## config.mk

```make
export PLATFORM = sky130hd
export DESIGN_NAME = glitch_detector
export DESIGN_NICKNAME = d
export VERILOG_FILES = /design/src/rtl/glitch_detector.sv
export SDC_FILE = /design/constraint.sdc
export NUM_CORES = 1
export LEC_CHECK = 0
export ABC_AREA = 1
export CAP_MARGIN = 20
export CORE_ASPECT_RATIO = 1.5
export CORE_UTILIZATION = 39
export CTS_BUF_LIST = sky130_fd_sc_hd__clkbuf_4
export DETAILED_ROUTE_END_ITERATION = 6
export PLACE_DENSITY = 0.73
export SLEW_MARGIN = 20
export SYNTH_ARGS = -nofsm -noshare
export SYNTH_HDL_FRONTEND = slang
export SYNTH_SLANG_ARGS = --single-unit
```

## constraint.sdc

```tcl
create_clock -name clk -period 1.72 [get_ports clk]
set_input_delay 0.258 -clock clk [delete_from_list [all_inputs] [get_ports clk]]
set_output_delay 0.258 -clock clk [all_outputs]
set_load 0.005 [all_outputs]
```

## src/rtl/glitch_detector.sv

```systemverilog
// Lockstep comparator for two redundant cores: aligns Core A to Core B's skewed
// timeline, flags divergences and drives an alarm / fatal escalation FSM.
module glitch_detector #(
  parameter int BIT_LENGTH = 32,
  parameter int SKEW       = 2,
  parameter int ERR_LIMIT  = 3,
  parameter int CNT_WIDTH  = 8
) (
  input  logic                  clk,
  input  logic                  reset,
  input  logic                  enable,
  input  logic [BIT_LENGTH-1:0] in_a,
  input  logic                  valid_a,
  input  logic [BIT_LENGTH-1:0] in_b,
  input  logic                  valid_b,
  input  logic                  clear,
  output logic                  mismatch,
  output logic                  alarm,
  output logic                  fatal,
  output logic [CNT_WIDTH-1:0]  err_count,
  output logic [BIT_LENGTH-1:0] snap_a,
  output logic [BIT_LENGTH-1:0] snap_b
);

  typedef enum logic [1:0] {
    MONITOR = 2'd0,
    ALARM   = 2'd1,
    FATAL   = 2'd2
  } state_e;

  localparam logic [CNT_WIDTH-1:0] CNT_MAX   = '1;
  localparam logic [CNT_WIDTH-1:0] LIMIT     = CNT_WIDTH'(ERR_LIMIT);
  localparam logic [2:0]           WARM_INIT = 3'(SKEW);

  logic                  dvalid_a;
  logic [BIT_LENGTH-1:0] din_a;

  state_e                state_q;
  state_e                state_d;
  logic [CNT_WIDTH-1:0]  count_d;
  logic [CNT_WIDTH-1:0]  count_inc;
  logic [BIT_LENGTH-1:0] snap_a_d;
  logic [BIT_LENGTH-1:0] snap_b_d;
  logic                  escalate;

  logic       enable_q;
  logic [2:0] warm_q;
  logic [2:0] warm_eff;
  logic       compare_active;
  logic       diverge;

  // Core A delay line; stage valids are flushed whenever comparison is disabled
  generate
    if (SKEW == 0) begin : g_direct
      assign dvalid_a = valid_a;
      assign din_a    = in_a;
    end else begin : g_delay
      logic [SKEW-1:0]       line_v;
      logic [BIT_LENGTH-1:0] line_d [SKEW];

      always_ff @(posedge clk) begin
        if (!reset || !enable) begin
          line_v <= '0;
        end else begin
          line_v[0] <= valid_a;
          for (int i = 1; i < SKEW; i++) begin
            line_v[i] <= line_v[i-1];
          end
        end
        line_d[0] <= in_a;
        for (int i = 1; i < SKEW; i++) begin
          line_d[i] <= line_d[i-1];
        end
      end

      assign dvalid_a = line_v[SKEW-1];
      assign din_a    = line_d[SKEW-1];
    end
  endgenerate

  // Warm-up reloads on the enable rising edge so the empty delay line is never compared
  always_comb begin
    warm_eff       = (enable && !enable_q) ? WARM_INIT : warm_q;
    compare_active = enable && (warm_eff == 3'd0);
    diverge        = compare_active &&
                     ((dvalid_a != valid_b) ||
                      (dvalid_a && valid_b && (din_a != in_b)));
  end

  always_ff @(posedge clk) begin
    if (!reset) begin
      enable_q <= 1'b0;
      warm_q   <= WARM_INIT;
    end else begin
      enable_q <= enable;
      if (enable) begin
        warm_q <= (warm_eff == 3'd0) ? 3'd0 : warm_eff - 3'd1;
      end
    end
  end

  always_comb begin
    state_d   = state_q;
    count_d   = err_count;
    snap_a_d  = snap_a;
    snap_b_d  = snap_b;
    count_inc = (err_count == CNT_MAX) ? CNT_MAX : err_count + CNT_WIDTH'(1);
    escalate  = (count_inc >= LIMIT);

    if (diverge) begin
      count_d = count_inc;
    end

    case (state_q)
      MONITOR: begin
        if (diverge) begin
          state_d  = escalate ? FATAL : ALARM;
          snap_a_d = din_a;
          snap_b_d = in_b;
        end
      end
      // A divergence in the same cycle as clear keeps the alarm raised
      ALARM: begin
        if (diverge) begin
          state_d = escalate ? FATAL : ALARM;
        end else if (clear) begin
          state_d = MONITOR;
        end
      end
      FATAL: begin
        state_d = FATAL;
      end
      default: begin
        state_d = MONITOR;
      end
    endcase
  end

  always_ff @(posedge clk) begin
    if (!reset) begin
      state_q   <= MONITOR;
      mismatch  <= 1'b0;
      alarm     <= 1'b0;
      fatal     <= 1'b0;
      err_count <= '0;
      snap_a    <= '0;
      snap_b    <= '0;
    end else begin
      state_q   <= state_d;
      mismatch  <= diverge;
      alarm     <= (state_d != MONITOR);
      fatal     <= (state_d == FATAL);
      err_count <= count_d;
      snap_a    <= snap_a_d;
      snap_b    <= snap_b_d;
    end
  end

endmodule

```

==> flow_metrics.py <==
metrics = {
    "clock_tree": {
        "cts_buffers": 17,
        "clk_pin_slew_ns": 0.13,
        "htree_levels": 4,
        "cts_max_path_buffers": 2,
        "root_buffer": "clkbuf_4",
        "clock-sinks": 147,
        "cts_tree": "yes",
        "clk_latency_ns": 0.53,
    },
    "worst_setup_path": {
        "critPathMaxFanout": 8,
        "cpMostUsedCell": "nand2_1",
        "r2r-start": "g_delay.line_d[0][49]$_DFF_P_",
        "rrSetupSlack_ns": -0.16,
        "crit_slowest_cell": "dfxtp_1",
        "timing.rr.end": "snap_b[20]$_SDFFE_PN0P_",
        "worstPathRequired_ns": 2.17,
        "endpoint_kind": "flip-flop",
        "slowest_delay_ns": 0.40,
        "critPathArrivalTime_ns": 2.34,
        "path_class": "flip-flop to flip-flop",
        "startpoint_type": "flip-flop",
        "reg2regPathDepth": 15,
        "path_cells": "inv_1 -> nand2_1 -> nand2_1 -> nand2_1 -> nor2_1 -> nand2_1 -> nor2_1 -> nand2_1 -> nand2_2 -> buf_6 -> a21oi_4 -> buf_6 -> clkbuf_16 -> nand3_1 -> a21oi_1",
    },
    "worst_hold_path": {
        "hold_depth": 1,
        "hold_path_class": "input pin to flip-flop",
        "whs_endpoint": "g_delay.line_d[0][27]$_DFF_P_",
        "min_from": "in_a[27]",
    },
    "synth": {
        "yosysUniqueCellTypes": 26,
        "synth.area.top_cells": "dfxtp_1 (59%), nand2_1 (9.0%), nand3_1 (7.4%)",
        "ys_ff_latch": 147,
        "seq_area_frac_synth_pct": 58.51,
        "synth.largest_area_cell": "dfxtp_1",
        "synth_top_cell_area_share_pct": 58.51,
        "synth_fp_nets": 639,
        "synth_warnings": 0,
        "syn_area_sq_um": 5030,
        "syn_avg_cell_area_sq_um": 8.871,
        "synth_cells": 567,
    },
    "routing": {
        "firstDrtPassIters": 4,
        "final_antenna_net_count": 0,
        "first_iter_violations": 199,
        "drt_wl_total_um": 15030,
        "viasPerCell": 4.974,
        "drc": 0,
        "wl_per_cell_um": 16.06,
        "vias": 4656,
    },
    "finish": {
        "finalNonFillerCells": 936,
        "final_cell_area_sq_um": 8243,
        "drive_above_1_share_pct": 35.56,
        "finalNetCount": 839,
        "syn_to_final_growth_pct": 63.88,
    },
    "pwr": {
        "powerDensity_nw_per_um2": 849.3,
        "ir_drop_v": 0.0005369,
        "finalPower_w": 0.007000,
        "power_leakage_nw": 3.746,
    },
    "sta": {
        "slew_headroom_pct": 57.69,
        "max_freq_ghz": 0.5306,
        "worst_clock_skew_ns": 0.02119,
        "worstMarginPinSlew_ns": 0.6347,
        "final-max-slew-violation-count": 0,
        "min_period_ns": 1.885,
        "fin_crit_sh_pct": 109.6,
        "setup_violations": 72,
        "finalHoldViolations": 0,
        "setup_ws_ns": -0.1647,
        "grt_setup_unrepaired": "true",
        "tns_ns": -8.274,
    },
    "global_routing": {
        "grt_overflow": 0,
        "grt_pass1_vias": 4304,
        "track_usage_pct": 20.41,
        "grt_pass1_wl_um": 20620,
        "antenna_found_initial": 1,
        "grt_max_degree": 43,
    },
    "place": {
        "place_hpwl_um": 8952,
        "gp_congestion": 0.8462,
        "placed_cell_area_sq_um": 6817,
        "portBuffers": 144,
        "place_ws_ns": -0.6083,
        "placed_cells": 868,
    },
    "floorplan": {
        "die_w_um": 94.73,
        "design.die.area_sq_um": 13360,
        "core_area_sq_um": 12510,
        "die_y_um": 141.1,
        "io_pins": 145,
        "rows": 50,
        "initial_core_util_pct": 40.20,
    },
    "job": {
        "maxCapViolations": 0,
    },
    "outcome": {
        "status": "finished with violations",
        "violations": "setup timing",
    },
}
area by class of cell:
| cell class | count | area (sq um) |
|---|---|---|
| well taps | 156 | 195.2 |
| repair buffers | 209 | 2250 |
| flip-flops and latches | 147 | 3037 |
| clock inverters | 13 | 230.2 |
| fillers | 972 | 4269 |
| inverters | 36 | 135.1 |
| diodes | 1 | 2.502 |
| clock buffers | 18 | 135.1 |
| multi-input cells | 356 | 2258 |
metal layers:
metal | wire length (um) | share of wire [%] | global-route usage [%]
met4 | 531 | 3.5 | 9.250
met5 | 0 | 0 | 0
met2 | 8273 | 55 | 35.67
met3 | 709 | 4.7 | 5.879
met1 | 5518 | 37 | 22.38
cell usage in the layout, fill, tap and decap left out, types with 2 or more instances in the layout:
master and n:
clkinvlp_4 2, buf_16 2, buf_12 8, o21ai_0 7, clkbuf_4 18, nand3_1 40, clkdlybuf4s50_1 101, xnor2_1 20
buf_6 7, dfxtp_2 63, nand2_2 22, dfxtp_4 4, clkbuf_16 5, inv_1 32, inv_2 4, nand3_2 27
o21ai_1 2, dlygate4sd2_1 11, buf_4 43, nor2_1 21, dlymetal6s2s_1 32, nor2_4 6, nand3_4 8, xnor2_2 4
o21ai_2 2, bufinv_16 6, a21oi_1 39, nor2_2 5, a21oi_2 31, nand2_4 3, nand4_1 2, nand2_1 107
inv_6 2, dfxtp_1 80, xor2_1 3
power by group:
part	leakage (nW)	internal (W)	switching [W]
logic	2.32	0.000396	0.000325
clock network	0.187	0.00146	0.00122
registers	1.24	0.00353	0.0000711
kinds of logic (layout without fill, tap and decap cells):
| logic type | Yosys count | after routing | share of synthesized area, % |
|---|---|---|---|
| adder cells (fa/ha/maj) | 2 | 2 | 0.4974 |
| AND/OR/NAND/NOR | 241 | 242 | 20.90 |
| XOR/XNOR | 27 | 27 | 4.702 |
| flip-flops | 147 | 147 | 58.51 |
| AO/OA/AOI/OAI | 85 | 85 | 9.329 |
| other | 0 | 1 | 0 |
| buffers and inverters | 65 | 276 | 6.069 |
stage by stage:
stage | util (%) | hold slack, ns
after CTS | 59.16 | 0.09929
after global placement | 54.48 | 0.3098
final | 65.88 | 0.1525
after detailed placement | 54.48 | 0.3121
after floorplan | - | 0.2857
after global routing | 65.88 | 0.09394
repair_timing:
action                                  4_1_cts  5_1_grt
cloned                                        2        7
resized for setup                            54      178
endpoints found under the setup margin      106      136
setup buffers                                11       16
hold buffers                                  0        0
pin swaps                                     2       19
worst max-delay path by stage:
| stage | start | to | slack (ns) | cells past startpoint |
|---|---|---|---|---|
| global route | g_delay.line_d[0][51]$_DFF_P_ | snap_b[26]$_SDFFE_PN0P_ | -0.31 | 15 |
| floorplan | err_count[0]$_SDFFE_PN0N_ | alarm$_SDFF_PN0_ | 0.11 | 10 |
| global placement | in_b[0] | err_count[6]$_SDFFE_PN0N_ | -0.57 | 13 |
| finish | g_delay.line_d[0][49]$_DFF_P_ | snap_b[20]$_SDFFE_PN0P_ | -0.16 | 15 |
| detailed placement | in_b[0] | snap_b[23]$_SDFFE_PN0P_ | -0.61 | 14 |
| CTS | g_delay.line_d[0][32]$_DFF_P_ | snap_b[23]$_SDFFE_PN0P_ | -0.15 | 15 |
registers in the layout (all words and copies together) (netlist names):
signal	cells
g_delay.line_d	64
mismatch	1
snap_b	32
enable_q	1
warm_q	3
state_q	2
err_count	8
g_delay.line_v	2
snap_a	32
alarm	1
fatal	1
Yosys cell counts, drive strengths merged:
cell type  instances
a211oi             1
o311ai             1
xor2               3
nand4              2
inv               35
a21oi             71
clkbuf            15
buf               14
a211o              1
nor2              32
dfxtp            147
clkinv             1
ha                 2
nand3             75
xnor2             24
o21ai             11
nand2            132
critical path, delay by kind of cell (launching register included):
kind	cells	cell delay (ns)
flip-flops	1	0.40
AND/OR/NAND/NOR	9	0.55
AO/OA/AOI/OAI	2	0.35
buffers and inverters	4	0.51
Note: power is estimated with default switching activity, not from simulation.
